[src/rtl/dcache_mem_bridge.sv]
// Memory-side bridge for the data cache: serialises line/word reads and buffered
// writes into single-word request/grant transactions, one outstanding at a time.
module dcache_mem_bridge #(
  parameter int ADDR_WIDTH = 32,
  parameter int DATA_WIDTH = 32
) (
  input  logic                    clk,
  input  logic                    rst,
  input  logic                    ram_rd_req_i,
  input  logic [2:0]              ram_rd_type_i,
  input  logic [ADDR_WIDTH-1:0]   ram_rd_addr_i,
  output logic                    ram_rd_rdy_o,
  output logic [DATA_WIDTH-1:0]   ram_rd_data_o,
  output logic                    ram_rd_valid_o,
  output logic [1:0]              ram_rd_last_o,
  input  logic                    ram_wr_req_i,
  input  logic [2:0]              ram_wr_type_i,
  input  logic [3:0]              ram_wr_en_i,
  input  logic [ADDR_WIDTH-1:0]   ram_wr_addr_i,
  input  logic [4*DATA_WIDTH-1:0] ram_wr_data_i,
  output logic                    ram_wr_rdy_o,
  output logic                    mem_req_o,
  output logic                    mem_we_o,
  output logic [ADDR_WIDTH-1:0]   mem_addr_o,
  output logic [3:0]              mem_wstrb_o,
  output logic [DATA_WIDTH-1:0]   mem_wdata_o,
  input  logic                    mem_gnt_i,
  input  logic                    mem_rvalid_i,
  input  logic [DATA_WIDTH-1:0]   mem_rdata_i
);
  localparam logic [2:0] T_LINE = 3'b100;

  typedef enum logic [1:0] {IDLE, RD_REQ, RD_WAIT, WR_REQ} state_t;
  state_t state;

  logic                    wb_valid, wb_line;
  logic [3:0]              wb_mask;
  logic [ADDR_WIDTH-1:0]   wb_addr;
  logic [4*DATA_WIDTH-1:0] wb_data;
  logic                    rd_line;
  logic [ADDR_WIDTH-1:0]   base;
  logic [1:0]              beat_cnt, nb;

  logic rd_accept, wr_accept, rd_final, wr_final, rd_is_line;
  logic [ADDR_WIDTH-1:0] rd_base, next_addr;

  // Write launch source: the buffer if occupied, else the write being accepted now
  logic                  w_line;
  logic [3:0]            w_mask;
  logic [ADDR_WIDTH-1:0] w_addr, w_base;
  logic [DATA_WIDTH-1:0] w_word0;

  assign ram_wr_rdy_o = !wb_valid;
  assign ram_rd_rdy_o = (state == IDLE) && !wb_valid && !ram_wr_req_i;
  assign rd_accept    = ram_rd_req_i && ram_rd_rdy_o;
  assign wr_accept    = ram_wr_req_i && ram_wr_rdy_o;

  assign rd_is_line = (ram_rd_type_i == T_LINE);
  assign rd_base    = rd_is_line ? {ram_rd_addr_i[ADDR_WIDTH-1:4], 4'b0} : ram_rd_addr_i;

  assign w_line  = wb_valid ? wb_line : (ram_wr_type_i == T_LINE);
  assign w_mask  = wb_valid ? wb_mask : ram_wr_en_i;
  assign w_addr  = wb_valid ? wb_addr : ram_wr_addr_i;
  assign w_word0 = wb_valid ? wb_data[DATA_WIDTH-1:0] : ram_wr_data_i[DATA_WIDTH-1:0];
  assign w_base  = w_line ? {w_addr[ADDR_WIDTH-1:4], 4'b0} : w_addr;

  assign nb        = beat_cnt + 2'd1;
  assign next_addr = base + {{(ADDR_WIDTH-4){1'b0}}, nb, 2'b00};
  assign rd_final  = !rd_line || (beat_cnt == 2'd3);
  assign wr_final  = !wb_line || (beat_cnt == 2'd3);

  // Read return path is a pass-through, gated so nothing leaks outside RD_WAIT
  assign ram_rd_valid_o = (state == RD_WAIT) && mem_rvalid_i;
  assign ram_rd_data_o  = ram_rd_valid_o ? mem_rdata_i : '0;
  assign ram_rd_last_o  = {1'b0, ram_rd_valid_o && rd_final};

  always_ff @(posedge clk or posedge rst) begin
    if (rst) begin
      state       <= IDLE;
      wb_valid    <= 1'b0;
      wb_line     <= 1'b0;
      wb_mask     <= '0;
      wb_addr     <= '0;
      wb_data     <= '0;
      rd_line     <= 1'b0;
      base        <= '0;
      beat_cnt    <= '0;
      mem_req_o   <= 1'b0;
      mem_we_o    <= 1'b0;
      mem_addr_o  <= '0;
      mem_wstrb_o <= '0;
      mem_wdata_o <= '0;
    end else begin
      if (wr_accept) begin
        wb_valid <= 1'b1;
        wb_line  <= (ram_wr_type_i == T_LINE);
        wb_mask  <= ram_wr_en_i;
        wb_addr  <= ram_wr_addr_i;
        wb_data  <= ram_wr_data_i;
      end
      case (state)
        IDLE: begin
          if (rd_accept) begin
            rd_line     <= rd_is_line;
            base        <= rd_base;
            beat_cnt    <= '0;
            mem_req_o   <= 1'b1;
            mem_we_o    <= 1'b0;
            mem_addr_o  <= rd_base;
            mem_wstrb_o <= '0;
            state       <= RD_REQ;
          end else if (wb_valid || wr_accept) begin
            base        <= w_base;
            beat_cnt    <= '0;
            mem_req_o   <= 1'b1;
            mem_we_o    <= 1'b1;
            mem_addr_o  <= w_base;
            mem_wstrb_o <= w_line ? 4'hF : w_mask;
            mem_wdata_o <= w_word0;
            state       <= WR_REQ;
          end
        end
        RD_REQ: begin
          if (mem_gnt_i) begin
            mem_req_o <= 1'b0;
            state     <= RD_WAIT;
          end
        end
        RD_WAIT: begin
          if (mem_rvalid_i) begin
            if (rd_final) begin
              state <= IDLE;
            end else begin
              beat_cnt   <= nb;
              mem_addr_o <= next_addr;
              mem_req_o  <= 1'b1;
              state      <= RD_REQ;
            end
          end
        end
        WR_REQ: begin
          if (mem_gnt_i) begin
            if (wr_final) begin
              wb_valid    <= 1'b0;
              mem_req_o   <= 1'b0;
              mem_we_o    <= 1'b0;
              mem_wstrb_o <= '0;
              state       <= IDLE;
            end else begin
              beat_cnt    <= nb;
              mem_addr_o  <= next_addr;
              mem_wdata_o <= wb_data[nb*DATA_WIDTH +: DATA_WIDTH];
            end
          end
        end
        default: state <= IDLE;
      endcase
    end
  end
endmodule

[config.mk]
export PLATFORM = sky130hd
export DESIGN_NAME = dcache_mem_bridge
export DESIGN_NICKNAME = d
export VERILOG_FILES = /design/src/rtl/dcache_mem_bridge.sv
export SDC_FILE = /design/constraint.sdc
export NUM_CORES = 1
export LEC_CHECK = 0
export CORE_UTILIZATION = 40
export CTS_BUF_LIST = sky130_fd_sc_hd__clkbuf_4
export DETAILED_ROUTE_END_ITERATION = 10
export HOLD_SLACK_MARGIN = 0.06
export PLACE_DENSITY = 0.7
export SYNTH_ARGS = -nofsm -noshare
export SYNTH_HDL_FRONTEND = slang
export SYNTH_SLANG_ARGS = --single-unit
[constraint.sdc]
create_clock -name clk -period 8.92 [get_ports clk]
set_input_delay 1.338 -clock clk [delete_from_list [all_inputs] [get_ports clk]]
set_output_delay 1.338 -clock clk [all_outputs]
set_load 0.005 [all_outputs]
# Yosys cells after proc, flatten, opt, wreduce, memory -nomap -nowiden
# Index checks and enable logic that the tools add are counted.
# totals
romBits,0
latchBits,0
regBits,273
out_inout_bits,107
n_memories,0
ramBits,0
input_bits,240
word_cells,110
# op_classes
add_sub_neg,2
div_mod_pow,0
bitwise,0
n_eq_ne,15
mul,0
n_mux,54
reduce_logical,24
n_shift,1
n_lt_le_gt_ge,0
# ops
cell,count
32-bit two-way mux,13
128-bit by 8-bit variable part select with 32-bit output,1
32-bit one-hot mux with 3 select lines,1
32-bit one-hot mux with 2 select lines,1
32-bit by 4-bit adder with 32-bit output,1
4-bit two-way mux,8
2-bit two-way mux,12
1-bit two-way mux,14
"2-bit inequality test, second input constant",7
6-bit AND reduction,2
5-bit AND reduction,2
2-bit one-hot mux with 4 select lines,1
4-bit one-hot mux with 2 select lines,1
"2-bit == test, second input constant",3
"3-bit == test, second input constant",2
1-bit logical AND,6
2-bit one-hot mux with 3 select lines,1
1-bit logical NOT,4
1-bit one-hot mux with 4 select lines,1
2-bit AND reduction,2
4-bit AND reduction,1
2-bit nonzero test,2
1-bit logical OR,3
"3-bit by 2-bit inequality test with 1-bit output, second input constant",1
6 further kinds,6

# Logic depth before layout (Yosys ltp)
# depth
depth_word,6
ltp_mapped,10
mapped_depth_nobuf,8

# Worst setup path before layout
# OpenSTA, ideal clock, no wires.
# synth_timing
kind,input port to output port
startpoint,in mem_rvalid_i
endpoint,out ram_rd_data_o[22]
stages,4
slack_ns,5.401
path_buffers,1
required_time_ns,7.582
t_arrival_ns,2.181
cell_sequence,inv_1 nor3b_1 clkbuf_1 and2_1
# synth_between
elab_chain_cells,2
# synth_rtl
element,line,text
"start, declared",28,"input logic mem_rvalid_i,"
1-bit logical AND,73,assign ram_rd_valid_o = (state == RD_WAIT) && mem_rvalid_i;
net ram_rd_valid_o,14,"output logic ram_rd_valid_o,"
32-bit two-way mux,74,assign ram_rd_data_o = ram_rd_valid_o ? mem_rdata_i : '0;
"end, declared",13,"output logic [DATA_WIDTH-1:0] ram_rd_data_o,"
# The timed path passes the listed nets, and every way through them passes these cells.

# Worst setup path after layout
# layout_timing
startpoint,in mem_rvalid_i
endpoint,out ram_rd_last_o[0]
# layout_between
elab_chain_cells,2
# layout_rtl
element,line,text
1-bit logical AND,73,
1-bit logical AND,75,"assign ram_rd_last_o = {1'b0, ram_rd_valid_o && rd_final};"
"end, declared",15,"output logic [1:0] ram_rd_last_o,"
# No other way between the ends.

==> flow_summary_export.csv <==
group,metric,value,unit
placement,io_buffers,345,
clock_network,htree_levels,3,
grt,grt_first_pass_wirelength,57640,microns
timing,finalHoldViolCount,0,
synthesis,synth_area,13450,sq um
synthesis,synthXorXnorAreaFrac,1.433,%
grt,grt_util_met3,9.005,%
synthesis,synth.mux.area_fraction,25.20,%
power_and_ir_drop,power_switching_share,34.81,%
synthesis,synth-main-ff-cell,"dfrtp_1",
floorplanning,fp.dieW,185.4,microns
finish,fin_cells,1983,
drt,drc,0,
grt,met2_usage,35.06,%
floorplanning,dieArea,34360,sq um
synthesis,async_flop_share,100.0,%
synthesis,synth_nets,1369,
timing,fin_hold_ws,0.4732,ns
critical_path,arrival,3.07,ns
clock_network,postCtsSetupBuffers,0,
power_and_ir_drop,leakagePower,7.853,nW
grt,grt_pass1_vias,10449,
synthesis,ys_ff_latch,273,
synthesis,synth_top_family_by_area,"multiplexers",
worst_hold_path,hp-class,"reg -> reg",
clock_network,hold_buffers,0,
power_and_ir_drop,cellPowerDensity,337.7,nW/um^2
power_and_ir_drop,internal-power,4.019,mW
finish,synthToLayoutAreaGrowth,35.72,%
timing,slew_headroom,14.84,%
drt,via_per_inst,5.176,
timing,fmax,226.8,MHz
critical_path,crit_path_end_kind,"primary output",
timing,setup_violations,0,
synthesis,netlist_instances,1125,
placement,gp_congestion,0.8269,
power_and_ir_drop,power_frac_seq,37.6,%
drt,drt_wl_total,37380,microns
synthesis,synth_area_leaders,"dfrtp_1, mux2_2, mux2i_1, mux4_2, nand2_1",
power_and_ir_drop,power,6.165,mW
grt,grtUsageTotal,21.96,%
floorplanning,rows,66,
finish,drive_gt1_share,23.56,%
clock_network,clk_latency,0.70,ns
synthesis,synth_cell_types,56,
run_status,status,"finished, final reports clean",
job,cap_violations,0,
clock_network,cts_tree,"yes",
synthesis,yosys.area.top_type,"dfrtp_1",
synthesis,ys_seq_area_share,50.79,%
floorplanning,start_util,41.03,%
clock_network,clockBufferDepth,3,
timing,fin_skew,0.06936,ns
synthesis,synth_compound_area_share,9.200,%
timing,worstMarginPinSlew,1.267,ns
drt,ant_nets,0,
critical_path,r2r-start,"beat_cnt[1]",
clock_network,cts_root_buf,"clkbuf_4",
clock_network,path_clk_slew,0.05,ns
timing,fin_crit,4.408,ns
synthesis,synth_top_area_share,50.79,%
synthesis,yosysMostFrequentCell,"dfrtp_1",
finish,final_area,18260,sq um
clock_network,numCtsBuffers,76,
critical_path,cp_max_fo,34,
drt,num_vias,10264,
placement,dp_hpwl,25690,microns
grt,use_met1,26.46,%
placement,post_dp_cell_area,17250,sq um
power_and_ir_drop,p_switching,2.146,mW
synthesis,synth_edf_count,0,
floorplanning,die_y,185.4,microns
grt,grt-ovfl-total,0,
placement,dp_cells,1845,
synthesis,avgSynthCellArea,11.96,sq um
power_and_ir_drop,comb_power_share,43.3,%
synthesis,synth-adder-area-share,0.4279,%
power_and_ir_drop,clockPowerShare,19.1,%
timing,maxSlewViolCount,0,
critical_path,required,7.58,ns
grt,antenna_found_initial,11,
floorplanning,io_pins,347,
drt,drt_iter0_markers,626,
timing,finalSetupTns,0,ns
timing,rsz0062_at_grt,"no",
worst_hold_path,hp-start,"mem_we_o",
grt,grt_start_max_net_pins,166,
critical_path,critical_path_class,"in -> out",
clock_network,clock_sinks,273,
synthesis,yosysWarnings,0,
floorplanning,core_area,32780,sq um
grt,busiest_layer,"met2",
drt,drt-pass1-iter-count,5,
critical_path,crit_start,"mem_rvalid_i",
critical_path,critPathLaunchType,"primary input",
timing,post-route-period-util,49.42,%
synthesis,yosys.area_share.simple,9.916,%
drt,wl_per_cell,18.85,microns
synthesis,synth_commonest_cells,"dfrtp_1, mux2_2, nand2_1",
power_and_ir_drop,ir_worst_vdd,198.8,uV
finish,nets,1725,
clock_network,post_cts_resized,0,
==> cell usage in the layout, fill, tap and decap left out, types with 32 or more instances in the layout <==
cell type | netlist | routed
mux2_2 | 173 | 173
mux4_2 | 32 | 32
clkbuf_4 | 0 | 115
o21ai_0 | 89 | 89
nand2_1 | 126 | 125
mux2i_1 | 72 | 72
clkdlybuf4s50_1 | 0 | 345
dfrtp_1 | 273 | 271
and2_1 | 37 | 37
nor2_1 | 37 | 36
==> flip-flops by register name, indices dropped and copies added (netlist names) <==
signal	count
wb_data	128
base	32
mem_addr_o	32
mem_wdata_o	32
wb_addr	32
mem_wstrb_o	4
wb_mask	4
beat_cnt	2
state	2
mem_req_o	1
mem_we_o	1
rd_line	1
wb_line	1
wb_valid	1
==> logic make-up (layout without fill, tap and decap cells) <==
| family | count (synthesis) | in the layout |
|---|---|---|
| buf+inv | 86 | 493 |
| simple gates | 270 | 270 |
| mux | 277 | 277 |
| fa+ha+maj | 4 | 4 |
| xor+xnor | 22 | 22 |
| compound gates | 192 | 192 |
| flops | 273 | 273 |
| other cells | 1 | 10 |
==> layout make-up <==
cell class                      instances  area [sq um]
Inverter                                7         33.78
Clock inverter                         14         118.9
Clock buffer                          115         863.3
Antenna cell                            9         22.52
Timing Repair Buffer                  357          3568
Tap cell                              442         553.0
Sequential cell                       273          6837
Fill cell                            2872         14530
Multi-Input combinational cell        766          6259
==> worst max-delay path, cell delays in order <==
cell	delay, ns
clkdlybuf4s50_1	0.50
inv_1	0.08
nor3b_2	0.15
buf_4	0.28
a21boi_0	0.21
clkdlybuf4s50_1	0.52
==> per-stage QoR <==
step                utilization, %  worst slack [ns]
CTS                          55.61             4.505
floorplan                        -           0.05828
global placement             52.62             4.534
detailed placement           52.62             4.517
global route                 55.65             4.388
finish                       55.68             4.512
==> per-layer routing <==
metal,part of all wire [%],vias to the layer above
met5,0.064,-
met2,48,367
li1,-,4839
met1,40,4991
met4,2.2,4
met3,10,63
==> path summary, 6_finish.rpt <==
kind / end / slack, ns / cells past startpoint
min: mem_we_o / 0.47 / 1
max: ram_rd_last_o[0] / 4.51 / 6
min reg2reg: mem_we_o / 0.47 / 1
max reg2reg: mem_addr_o[30] / 5.57 / 8
max in group asynchronous: wb_data[88] / 6.20 / 3
min in group asynchronous: wb_addr[21] / 1.20 / 2
==> power by group through the flow <==
stage	Combinational (mW)	Clock [mW]	Sequential, mW
6_report	2.67	1.18	2.32
5_1_grt	2.94	1.29	2.40
4_1_cts	2.71	1.22	2.32
3_5_place_dp	2.70	0	2.33
3_3_place_gp	2.64	0	2.31
2_1_floorplan	1.89	0	2.18
No activity file was read; power rests on OpenSTA's default activity.
